===== src/rtl/serdes_pkg.sv =====
// Shared types and constants for the SERDES link receive path.
package serdes_pkg;

  typedef enum logic [1:0] {
    RX_IDLE   = 2'd0,
    RX_DATA   = 2'd1,
    RX_PARITY = 2'd2
  } rx_state_e;

  localparam logic RX_START_BIT = 1'b1;

endpackage


===== src/rtl/rx_holding_reg.sv =====
// One-entry valid/ready output register; flags a dropped word with a one-cycle overrun pulse.
module rx_holding_reg #(
  parameter int WIDTH = 8
) (
  input  logic             clk,
  input  logic             rst,
  input  logic             commit,
  input  logic [WIDTH-1:0] commit_data,
  input  logic             commit_perr,
  input  logic             data_ready,
  output logic [WIDTH-1:0] data_out,
  output logic             data_valid,
  output logic             parity_err,
  output logic             overrun
);

  logic [WIDTH-1:0] data_q, data_d;
  logic             valid_q, valid_d;
  logic             perr_q, perr_d;
  logic             ovr_q, ovr_d;

  // Next-state for the holding entry and the overrun pulse
  always_comb begin
    data_d  = data_q;
    valid_d = valid_q;
    perr_d  = perr_q;
    ovr_d   = 1'b0;
    if (commit) begin
      if (!valid_q || data_ready) begin
        data_d  = commit_data;
        perr_d  = commit_perr;
        valid_d = 1'b1;
      end else begin
        ovr_d = 1'b1;
      end
    end else begin
      if (valid_q && data_ready) begin
        valid_d = 1'b0;
      end else begin
        valid_d = valid_q;
      end
    end
  end

  // Holding register state
  always_ff @(posedge clk or posedge rst) begin
    if (rst) begin
      data_q  <= '0;
      valid_q <= 1'b0;
      perr_q  <= 1'b0;
      ovr_q   <= 1'b0;
    end else begin
      data_q  <= data_d;
      valid_q <= valid_d;
      perr_q  <= perr_d;
      ovr_q   <= ovr_d;
    end
  end

  assign data_out   = data_q;
  assign data_valid = valid_q;
  assign parity_err = perr_q;
  assign overrun    = ovr_q;

endmodule


===== src/rtl/rx_deserializer.sv =====
// Receive deserializer: start-bit detect, LSB-first shift-in, optional even parity check.
module rx_deserializer
  import serdes_pkg::*;
#(
  parameter int WIDTH     = 8,
  parameter bit PARITY_EN = 1'b1
) (
  input  logic             clk,
  input  logic             rst,
  input  logic             rx_en,
  input  logic             serial_in,
  output logic [WIDTH-1:0] data_out,
  output logic             data_valid,
  input  logic             data_ready,
  output logic             parity_err,
  output logic             overrun,
  output logic             busy
);

  localparam int CW = $clog2(WIDTH + 1);

  rx_state_e        state_q, state_d;
  logic [CW-1:0]    cnt_q, cnt_d;
  logic [WIDTH-1:0] shift_q, shift_d;
  logic             par_q, par_d;
  logic             busy_q, busy_d;
  logic             commit_s;
  logic [WIDTH-1:0] commit_data_s;
  logic             commit_perr_s;

  // Frame FSM, shift register and running parity
  always_comb begin
    state_d       = state_q;
    cnt_d         = cnt_q;
    shift_d       = shift_q;
    par_d         = par_q;
    commit_s      = 1'b0;
    commit_data_s = shift_q;
    commit_perr_s = 1'b0;
    case (state_q)
      RX_IDLE: begin
        if (rx_en && (serial_in == RX_START_BIT)) begin
          state_d = RX_DATA;
          cnt_d   = '0;
          par_d   = 1'b0;
        end else begin
          state_d = RX_IDLE;
        end
      end
      RX_DATA: begin
        if (!rx_en) begin
          state_d = RX_IDLE;
        end else begin
          shift_d = {serial_in, shift_q[WIDTH-1:1]};
          par_d   = par_q ^ serial_in;
          cnt_d   = cnt_q + CW'(1);
          if (cnt_q == CW'(WIDTH - 1)) begin
            if (PARITY_EN) begin
              state_d = RX_PARITY;
            end else begin
              state_d       = RX_IDLE;
              commit_s      = 1'b1;
              commit_data_s = {serial_in, shift_q[WIDTH-1:1]};
            end
          end else begin
            state_d = RX_DATA;
          end
        end
      end
      RX_PARITY: begin
        if (!rx_en) begin
          state_d = RX_IDLE;
        end else begin
          state_d       = RX_IDLE;
          commit_s      = 1'b1;
          commit_data_s = shift_q;
          commit_perr_s = par_q ^ serial_in;
        end
      end
      default: begin
        state_d = RX_IDLE;
      end
    endcase
    busy_d = (state_d != RX_IDLE);
  end

  // Receive state registers
  always_ff @(posedge clk or posedge rst) begin
    if (rst) begin
      state_q <= RX_IDLE;
      cnt_q   <= '0;
      shift_q <= '0;
      par_q   <= 1'b0;
      busy_q  <= 1'b0;
    end else begin
      state_q <= state_d;
      cnt_q   <= cnt_d;
      shift_q <= shift_d;
      par_q   <= par_d;
      busy_q  <= busy_d;
    end
  end

  assign busy = busy_q;

  rx_holding_reg #(.WIDTH(WIDTH)) u_hold (
    .clk         (clk),
    .rst         (rst),
    .commit      (commit_s),
    .commit_data (commit_data_s),
    .commit_perr (commit_perr_s),
    .data_ready  (data_ready),
    .data_out    (data_out),
    .data_valid  (data_valid),
    .parity_err  (parity_err),
    .overrun     (overrun)
  );

endmodule


===== config.mk =====
export PLATFORM = sky130hd
export DESIGN_NAME = rx_deserializer
export DESIGN_NICKNAME = d
export VERILOG_FILES = /design/src/rtl/serdes_pkg.sv /design/src/rtl/rx_holding_reg.sv /design/src/rtl/rx_deserializer.sv
export SDC_FILE = /design/constraint.sdc
export NUM_CORES = 1
export LEC_CHECK = 0
export CORE_ASPECT_RATIO = 0.75
export CORE_UTILIZATION = 45
export CTS_BUF_LIST = sky130_fd_sc_hd__clkbuf_16
export CTS_CLUSTER_DIAMETER = 150
export CTS_CLUSTER_SIZE = 16
export DETAILED_ROUTE_END_ITERATION = 7
export PLACE_DENSITY = 0.67
export SYNTH_ARGS = -nofsm -noshare
export SYNTH_HDL_FRONTEND = slang
export SYNTH_SLANG_ARGS = --single-unit

===== constraint.sdc =====
create_clock -name clk -period 2.55 [get_ports clk]
set_input_delay 0.765 -clock clk [delete_from_list [all_inputs] [get_ports clk]]
set_output_delay 0.765 -clock clk [all_outputs]
set_load 0.005 [all_outputs]

Yosys cells after proc, flatten, opt, wreduce, memory -nomap -nowiden
Index checks and enable logic that the tools add are counted.
{"block": "word_totals", "reg_bits": 27, "wordCells": 48, "in_bits": 5}
{"block": "classes", "reduce_logical": 12, "bitwise_logic": 1, "muxes": 19, "n_eq_ne": 6, "n_addsub": 1}
{"op": "$mux W1", "n": 12}
{"op": "$mux W4", "n": 2}
{"op": "$pmux W4 S2", "n": 1}
{"op": "$reduce_and A2 Y1", "n": 3}
{"op": "$reduce_bool A2 Y1", "n": 3}
{"op": "$add A4 B1 Y4 const B", "n": 1}
{"op": "$eq A4 B3 Y1 const B", "n": 1}
{"op": "$mux W2", "n": 2}
{"op": "$ne A2 B2 Y1 const B", "n": 2}
{"op": "$pmux W2 S2", "n": 1}
{"op": "$reduce_and A3 Y1", "n": 1}
{"op": "$eq A2 B1 Y1 const B", "n": 1}
{"op": "$eq A2 B2 Y1 const B", "n": 1}
{"op": "$logic_and A1 B1 Y1", "n": 2}
{"op": "$logic_not A2 Y1", "n": 1}
{"op": "$ne A2 B1 Y1 const B", "n": 1}
{"op": "$pmux W1 S2", "n": 1}
{"op": "$logic_not A1 Y1", "n": 1}
{"op": "$logic_or A1 B1 Y1", "n": 1}
{"op": "$xor A1 B1 Y1", "n": 1}

Depth between registers and ports, before layout
Gate-level depths: netlist of run 1.
{"block": "logic_depth", "ltp_word": 5, "ltp_mapped": 4, "ltp_nobuf": 4}

By module
From an unflattened synthesis of run 1, not the netlist that was laid out.
{"block": "unflattened", "hier_cells": 81, "hier_area_um2": 1123.6}
{"module": "rx_deserializer", "cells_per_inst": 55, "area_each_um2": 706.9, "instances": 1}
{"module": "rx_holding_reg", "cells_per_inst": 26, "area_each_um2": 416.6, "instances": 1}

Worst setup path before layout of run 1
OpenSTA, ideal clock, no wires.
{"block": "synth_path", "path_kind": "input to register", "startpoint": "input data_ready", "endpoint": "register u_hold.data_q[0] (netlist: u_hold.data_out[0])", "path_stages": 4, "path_buffers": 1, "t_arrival_ns": 1.492, "setup_time_ns": 0.125, "slack_ns": 0.933, "cell_sequence": "nand2b_1 nor2b_1 buf_6 mux2_4"}
{"block": "synth_between", "elab_chain_cells": 2}
{"item": "from (decl)", "line_no": "rx_deserializer.sv:14", "source": "input logic data_ready,"}
{"item": "$logic_or A1 B1 Y1", "line_no": "rx_holding_reg.sv:29", "source": "if (!valid_q || data_ready) begin"}
{"item": "$reduce_and A2 Y1 (no line)"}
{"item": "to (signal assigned)", "line_no": "rx_holding_reg.sv:53", "source": "data_q <= data_d;"}
{"item": "to (decl)", "line_no": "rx_holding_reg.sv:17", "source": "logic [WIDTH-1:0] data_q, data_d;"}
No other way between the ends.
A chain may end at the register's enable or synchronous reset.

Worst setup path after layout of run 1
{"block": "layout_path", "startpoint": "input rx_en", "endpoint": "register u_hold.data_q[4] (netlist: u_hold.data_out[4])"}
{"block": "layout_between", "elab_chain_cells": 3}
{"item": "from (decl)", "line_no": "rx_deserializer.sv:10", "source": "input logic rx_en,"}
{"item": "$mux W1", "line_no": "rx_deserializer.sv:71", "source": "if (!rx_en) begin"}
{"item": "$mux W1"}
{"item": "$reduce_and A2 Y1 (no line)"}
No other way between the ends.

==> impl_metrics.toml, run 1 <==
[die]
io_pins = 17
fp.dieW_um = 60.1
dieArea_um2 = 2740
placementRows = 15
die_h_um = 45.6
start_util = 0.485
core_um2 = 2350

[routing]
wl_per_cell_um = 13.6
via_count = 651
route.detailed.drc = 0
drt_iter0_drc = 15
dr.pass1.iters = 4
avgViaCountPerCell = 4.93
finalWirelength_mm = 1.80
postRouteAntennaNets = 0

[placement]
portBuffers = 16
place_congestion = 0.779
dpl.hpwl_mm = 1.28
placedCellCount = 128

[finish]
stdcell_count = 132
regArea_um2 = 676
multi_input_area_um2 = 429
drive_gt1_frac = 0.265
final_nets = 105
antenna_cells = 0
area_growth_pct = 25.4
fill_cells = 192

[clock_tree]
cts_buffers = 3
clk_latency_ns = 0.26
clk_pin_slew_worst_paths_ns = 0.06
cts-resized-gates = 0
clkSinkCount = 27
tritoncts = "built"
clockRootBuffer = "clkbuf_16"
ctsHoldBuffers = 0
clk_path_buf_depth = 2
h-tree-depth = 1
post-cts-setup-buffers = 0

[pwr]
power.internal_w = 0.000806
power_switching_share = 0.240
p_seq_frac = 0.534
combPwrFrac = 0.126
ir_worst_vdd_v = 0.000668
pwr-share-clk = 0.340
p_per_area_nw_per_um2 = 742
switchingPower_w = 0.000254
p_leak_nw = 0.678

[synthesis]
synth-seq-area-share = 0.593
synthCells = 77
synth_top_area_frac = 0.593
synth_area_leader_cell = "dfrtp_1"
synthesis.nets = 83
ys_types = 25
ys.warnings.count = 0
synthesis.area_um2 = 1140
synth_area_leaders = "dfrtp_1 59%, mux2_4 12%, mux2_2 8.9%"
avgSynthCellArea_um2 = 14.8
ys_ff_latch = 27

[setup_path]
cp_cell_sequence = "clkdlybuf4s50_1 -> nand3b_4 -> nor2b_1 -> buf_4 -> mux2_4"
critPathArrivalTime_ns = 2.11
critPathLaunchType = "input port"
cp-end-kind = "flip-flop"
crit_type = "input port to flip-flop"
ff2ff_setup_slack_ns = 1.13
crit_fanout = 9
slowest_delay_ns = 0.59
cp_slowest_cell = "clkdlybuf4s50_1"
cp.required_ns = 2.70

[sta]
hold_viol_final = 0
fin_crit_ns = 1.96
final_max_slew_viol_count = 0
period_share = 0.769
setup_viol = 0
fin_worst_skew_ns = 0.00315
relSlewSlack = 0.780
fmax_mhz = 510
hold_ws_ns = 0.490
finalSetupTns_ns = 0
worstMarginPinSlew_ns = 0.330
rsz0062_at_grt = "no"

[run_status]
status = "completed"

[global_route]
antenna_found_initial = 0
grt_busiest_layer = "met2"
grtUsageTotal = 0.165
grtUsageMet3 = 0.0682
grt_start_max_net_pins = 28
grt_util_met1 = 0.223
grt_first_pass_wirelength_mm = 3.10
grt_use_met2 = 0.240
grt_overflow = 0
grt_pass1_vias = 632

[hold_path]
hold_class = "flip-flop to flip-flop"

[flow_run]
max-cap-violations = 0
## power by group through the flow
stage	registers, W	clock network, W	logic (W)
3_3_place_gp	0.000570	0	0.000129
2_1_floorplan	0.000555	0	0.0000997
3_5_place_dp	0.000575	0	0.000137
4_1_cts	0.000567	0.000372	0.000137
6_report	0.000566	0.000361	0.000133
5_1_grt	0.000577	0.000392	0.000150
## worst paths after layout
| path | to | cells past startpoint | startpoint |
|---|---|---|---|
| setup / recovery | u_hold.data_out[4]$_DFFE_PP0P_ | 5 | rx_en |
| hold / removal | state_q[1]$_DFF_PP0_ | 1 | cnt_q[3]$_DFFE_PP0P_ |
| min in group asynchronous | shift_q[3]$_DFFE_PP0P_ | 3 | rst |
| max in group asynchronous | state_q[0]$_DFF_PP0_ | 3 | rst |
| setup reg to reg | u_hold.data_out[4]$_DFFE_PP0P_ | 4 | state_q[0]$_DFF_PP0_ |
| hold reg to reg | state_q[1]$_DFF_PP0_ | 1 | cnt_q[3]$_DFFE_PP0P_ |
## logic make-up (layout without fill, tap and decap cells)
logic type,Yosys count,count (layout),share of synthesized area
buffers and inverters,6,27,0.0297
AO/OA/AOI/OAI,5,5,0.0319
multiplexers,19,19,0.216
flip-flops,27,27,0.593
AND/OR/NAND/NOR,18,18,0.110
adder cells (fa/ha/maj),1,1,0.0110
XOR/XNOR,1,1,0.00769
## cell usage in the layout, fill, tap and decap left out, drive strengths merged
cell / instances
dfrtp: 27
mux2: 18
clkdlybuf4s50: 16
nor2b: 4
inv: 4
nand2: 3
clkbuf: 3
buf: 3
nor3: 2
a211o: 2
nand3b: 2
o21ai: 2
nand2b: 1
a41oi: 1
nor2: 1
nand3: 1
nor3b: 1
mux2i: 1
nand4b: 1
xor2: 1
nor4bb: 1
and4b: 1
ha: 1
clkinvlp: 1
## area by class of cell
cell class / instances / area share
repair buffers: 19 / 0.128
multi-input cells: 44 / 0.301
clock buffers: 3 / 0.0526
well taps: 34 / 0.0298
flip-flops and latches: 27 / 0.473
inverters: 4 / 0.0105
clock inverters: 1 / 0.00526
## critical path, delay by kind of cell
family / cells / cell delay (ns)
simple gates: 2 / 0.22
buf+inv: 2 / 0.80
mux: 1 / 0.31
## cell usage after synthesis, drive strengths merged
cell type / count
a211o: 2
a41oi: 1
and4b: 1
buf: 2
dfrtp: 27
ha: 1
inv: 4
mux2: 18
mux2i: 1
nand2: 3
nand2b: 1
nand3: 1
nand3b: 2
nand4b: 1
nor2: 1
nor2b: 4
nor3: 2
nor3b: 1
nor4bb: 1
o21ai: 2
xor2: 1
## state kept, by name, indices dropped and copies added, names as in the netlist
register and cells:
shift_q 8, u_hold.data_out 8, cnt_q 4, state_q 2
busy 1, par_q 1, u_hold.data_valid 1, u_hold.overrun 1
u_hold.parity_err 1
## stage by stage
| stage | cell area (um2) | setup WS, ns | power [W] | util |
|---|---|---|---|---|
| 2_1_floorplan | 1140 | 0.933 | 0.000655 | - |
| 3_3_place_gp | 1350 | 0.343 | 0.000698 | 0.573 |
| 3_5_place_dp | 1350 | 0.294 | 0.000712 | 0.573 |
| 4_1_cts | 1430 | 0.582 | 0.00108 | 0.609 |
| 5_1_grt | 1430 | 0.480 | 0.00112 | 0.609 |
| 6_report | 1430 | 0.589 | 0.00106 | 0.609 |
## layer usage
layer | vias up | part of all wire
li1 | 314 | -
met1 | 315 | 0.48
met2 | 20 | 0.46
met3 | 2 | 0.050
met4 | 0 | 0.012
met5 | - | 0
No activity file was read; power rests on OpenSTA's default activity.
==> inputs of run 2 (changes only) <==
==> constraint.sdc (replaced) <==
create_clock -name clk -period 1.89 [get_ports clk]
set_input_delay 0.567 -clock clk [delete_from_list [all_inputs] [get_ports clk]]
set_output_delay 0.567 -clock clk [all_outputs]
set_load 0.005 [all_outputs]
==> impl_metrics.toml, run 2 (same netlist as run 1, synthesis figures left out) <==
[run_status]
status = "completed"

[sta]
setup_viol = 0
fin_crit_ns = 1.76
rsz0062_at_grt = "no"
fmax_mhz = 568
setup_ws_ns = 0.129
fin_worst_skew_ns = 0.00288
period_share = 0.932
final_max_slew_viol_count = 0
hold_viol_final = 0
hold_ws_ns = 0.495
relSlewSlack = 0.781
worstMarginPinSlew_ns = 0.329

[setup_path]
cp-end-kind = "flip-flop"
r2r_start = "state_q[0]$_DFF_PP0_"
reg2reg_depth = 4
r2r-end = "u_hold.data_out[7]$_DFFE_PP0P_"
worstSetupStartpoint = "rx_en"
endpoint = "u_hold.data_out[7]$_DFFE_PP0P_"
ff2ff_setup_slack_ns = 0.48
crit_fanout = 9
cp.required_ns = 2.03
crit_type = "input port to flip-flop"
critPathArrivalTime_ns = 1.90
critPathLaunchType = "input port"

[routing]
postRouteAntennaNets = 0
routed.top_layer = "met4"
drt_iter0_drc = 12
dr.pass1.iters = 4
via_count = 650
wl_met2_um = 850
finalWirelength_mm = 1.83
route.detailed.drc = 0
wl_met1_um = 866
met3_length_um = 80
avgViaCountPerCell = 4.85
wl_per_cell_um = 13.7

[clock_tree]
clk_path_buf_depth = 2
clk_latency_ns = 0.26
cts-resized-gates = 0
ctsHoldBuffers = 0
tritoncts = "built"
clockRootBuffer = "clkbuf_16"
h-tree-depth = 1
post-cts-setup-buffers = 0
clkSinkCount = 27
clk_pin_slew_worst_paths_ns = 0.06
cts_buffers = 3

[global_route]
grt_overflow = 0
grtUsageTotal = 0.165
grt_pass1_vias = 644
grt_first_pass_wirelength_mm = 3.05
antenna_found_initial = 0
grt_start_max_net_pins = 28

[die]
core_um2 = 2350
io_pins = 17
fp.dieW_um = 60.1
die_h_um = 45.6
placementRows = 15
start_util = 0.485
dieArea_um2 = 2740

[pwr]
p_per_area_nw_per_um2 = 972
ir_worst_vdd_v = 0.000724
p_leak_nw = 0.692

[finish]
final_cell_mix = "27 x dfrtp_1, 16 x clkdlybuf4s50_1, 9 x mux2_2, 9 x mux2_4"
antenna_cells = 0
mostFrequentLayoutCell = "dfrtp_1"
fill_cells = 185
final_nets = 107
drive_gt1_frac = 0.270
area_growth_pct = 26.4
utilization = 0.613

[hold_path]
hold_class = "flip-flop to flip-flop"

[placement]
dpl.hpwl_mm = 1.35
pre_cts_ws_ns = -0.148
place_congestion = 0.804
portBuffers = 16

[flow_run]
max-cap-violations = 0
run 2: changes by cell type in the layout (fill, tap and decap cells not counted):
cell / previous run / this run
buf_4: 3 / 5
clkinvlp_4: 1 / 0
inv_1: 4 / 5
run 2: worst min path at each step:
stage | start | end | slack [ns] | cells after the start
2_1_floorplan | cnt_q[3]$_DFFE_PP0P_ | state_q[1]$_DFF_PP0_ | 0.45 | 1
3_3_place_gp | cnt_q[3]$_DFFE_PP0P_ | state_q[1]$_DFF_PP0_ | 0.47 | 1
3_5_place_dp | cnt_q[3]$_DFFE_PP0P_ | state_q[1]$_DFF_PP0_ | 0.47 | 1
4_1_cts | cnt_q[3]$_DFFE_PP0P_ | state_q[1]$_DFF_PP0_ | 0.48 | 1
5_1_grt | u_hold.data_out[4]$_DFFE_PP0P_ | u_hold.data_out[4]$_DFFE_PP0P_ | 0.53 | 1
6_report | cnt_q[3]$_DFFE_PP0P_ | state_q[1]$_DFF_PP0_ | 0.49 | 1
run 2: per-layer routing:
layer | vias to the layer above | GRT usage
met3 | 5 | 0.0568
met5 | - | 0
met4 | 0 | 0.0837
met1 | 310 | 0.207
met2 | 16 | 0.256
li1 | 319 | -
run 2: layout make-up:
class,instances,area [um2],share of cell area
sequential,27,676,0.470
multi-input combinational,44,429,0.298
timing repair buffer,21,198,0.137
clock buffer,3,75.1,0.0522
tap,34,42.5,0.0296
inverter,4,15.0,0.0104
clock inverter,1,3.75,0.00261
run 2: metrics by stage:
stage / instance area (um2) / cells / total power (W) / setup TNS, ns
after floorplan: 1140 / 77 / 0.000883 / 0
after global placement: 1360 / 130 / 0.000942 / -1.14
after detailed placement: 1360 / 130 / 0.000960 / -1.34
after CTS: 1440 / 134 / 0.00142 / 0
after global routing: 1440 / 134 / 0.00147 / 0
final: 1440 / 134 / 0.00140 / 0
run 2: power breakdown:
group          internal (W)  switching, W  leakage, nW
clock network      0.000282      0.000171       0.0423
logic              0.000119     0.0000590        0.294
registers          0.000682     0.0000850        0.356
run 2: worst max-delay path, stage by stage:
cell and delay (ns):
clkdlybuf4s50_1 0.59, nand3b_4 0.10, nor2b_1 0.11, buf_4 0.22
mux2_4 0.32
==> inputs of run 3 (changes only) <==
--- a/config.mk
+++ b/config.mk
@@ -5,13 +5,14 @@
 export SDC_FILE = /design/constraint.sdc
 export NUM_CORES = 1
 export LEC_CHECK = 0
-export CORE_ASPECT_RATIO = 0.75
 export CORE_UTILIZATION = 45
 export CTS_BUF_LIST = sky130_fd_sc_hd__clkbuf_16
 export CTS_CLUSTER_DIAMETER = 150
 export CTS_CLUSTER_SIZE = 16
 export DETAILED_ROUTE_END_ITERATION = 7
+export MAX_ROUTING_LAYER = met4
 export PLACE_DENSITY = 0.67
+export SLEW_MARGIN = 20
 export SYNTH_ARGS = -nofsm -noshare
 export SYNTH_HDL_FRONTEND = slang
 export SYNTH_SLANG_ARGS = --single-unit
==> impl_metrics.toml, run 3 (same netlist as run 1, synthesis figures left out) <==
[placement]
dpl.hpwl_mm = 1.35
placedCellCount = 127
place_congestion = 0.733
place_area_um2 = 1380
portBuffers = 16

[die]
fp.dieW_um = 52.3
core_um2 = 2300
die_h_um = 52.3
start_util = 0.496
io_pins = 17
dieArea_um2 = 2740
placementRows = 17

[clock_tree]
clkSinkCount = 27
cts-resized-gates = 0
h-tree-depth = 1
cts_buffers = 3
tritoncts = "built"
clk_path_buf_depth = 2
clockRootBuffer = "clkbuf_16"
post-cts-setup-buffers = 0
clk_pin_slew_worst_paths_ns = 0.06
clk_latency_ns = 0.25
ctsHoldBuffers = 0

[sta]
hold_ws_ns = 0.481
rsz0062_at_grt = "no"
relSlewSlack = 0.775
fin_crit_ns = 1.73
hold_viol_final = 0
fmax_mhz = 578
final_max_slew_viol_count = 0
setup_viol = 0
period_share = 0.915
fin_worst_skew_ns = 0.00178
worstMarginPinSlew_ns = 0.338

[global_route]
grtUsageTotal = 0.159
grt_first_pass_wirelength_mm = 2.99
grtUsageMet3 = 0.0435
grt_busiest_layer = "met2"
grt_start_max_net_pins = 28
antenna_found_initial = 0
grt_pass1_vias = 629
grt_util_met1 = 0.200
grt_overflow = 0
grt_use_met2 = 0.255

[run_status]
status = "completed"

[setup_path]
cp_slowest_cell = "clkdlybuf4s50_1"
slowest_delay_ns = 0.55
cp-end-kind = "flip-flop"
cp.required_ns = 2.03
crit_type = "input port to flip-flop"
critPathLaunchType = "input port"
cp_cell_sequence = "clkdlybuf4s50_1 -> nand3b_4 -> nor2b_1 -> buf_4 -> mux2_4"
crit_fanout = 5
critPathArrivalTime_ns = 1.87

[routing]
finalWirelength_mm = 1.81
avgViaCountPerCell = 4.89
postRouteAntennaNets = 0
via_count = 641
drt_iter0_drc = 8
dr.pass1.iters = 3
wl_per_cell_um = 13.8
route.detailed.drc = 0

[pwr]
p_leak_nw = 0.702
p_total_w = 0.00142
ir_worst_vdd_v = 0.000836
p_per_area_nw_per_um2 = 971

[finish]
stdcell_count = 131
final_cell_mix = "27 x dfrtp_1, 16 x clkdlybuf4s50_1, 9 x mux2_2, 9 x mux2_4, 8 x buf_4"
fin_area_um2 = 1460
drive_gt1_frac = 0.301
multi_input_area_um2 = 429
fill_cells = 192
regArea_um2 = 676
final_nets = 110
mostFrequentLayoutCell = "dfrtp_1"
area_growth_pct = 28.0
antenna_cells = 0

[flow_run]
max-cap-violations = 0

[hold_path]
hold_class = "flip-flop to flip-flop"
==> run 3: cell count changes in the layout (fill, tap and decap cells not counted) <==
cell | before | now
buf_4 | 5 | 8
clkinvlp_4 | 0 | 1
inv_1 | 5 | 4
==> run 3: report_power, final <==
part / switching, W / total, W / internal [W]
combinational: 0.0000612 / 0.000183 / 0.000122
clock: 0.000184 / 0.000471 / 0.000287
sequential: 0.0000802 / 0.000761 / 0.000681
==> run 3: worst max-delay path: cells and delay by family <==
| family | cells | cell delay, ns |
|---|---|---|
| buffers and inverters | 2 | 0.74 |
| muxes | 1 | 0.31 |
| and+or+nand+nor | 2 | 0.26 |
==> run 3: through the flow <==
step / utilization / worst slack (ns) / setup TNS [ns]
4_1_cts: 0.635 / 0.141 / 0
6_report: 0.635 / 0.160 / 0
3_5_place_dp: 0.599 / -0.122 / -1.35
2_1_floorplan: - / 0.471 / 0
3_3_place_gp: 0.599 / -0.0747 / -1.04
5_1_grt: 0.635 / 0.0791 / 0
==> run 3: routing by layer <==
layer	vias up	routed length [um]
li1	321	-
met1	308	866
met2	10	887
met3	2	48
met4	0	8
met5	-	0
==> run 3: worst paths after layout <==
kind                                       from                             end  slack, ns  depth (start not counted)
setup / recovery                          rx_en  u_hold.data_out[3]$_DFFE_PP0P_       0.16                          5
hold / removal             cnt_q[3]$_DFFE_PP0P_            state_q[1]$_DFF_PP0_       0.48                          1
setup reg to reg           state_q[0]$_DFF_PP0_  u_hold.data_out[3]$_DFFE_PP0P_       0.47                          4
max in group asynchronous                   rst               par_q$_DFFE_PP0P_       0.98                          3
min in group asynchronous                   rst          shift_q[3]$_DFFE_PP0P_       0.66                          3
hold reg to reg            cnt_q[3]$_DFFE_PP0P_            state_q[1]$_DFF_PP0_       0.48                          1
==> run 3: area by class of cell <==
type,count,share of cell area
clock buffer,3,0.0515
clock inverter,1,0.00515
sequential,27,0.464
multi-input combinational,44,0.294
timing repair buffer,24,0.151
tap,28,0.0240
inverter,4,0.0103
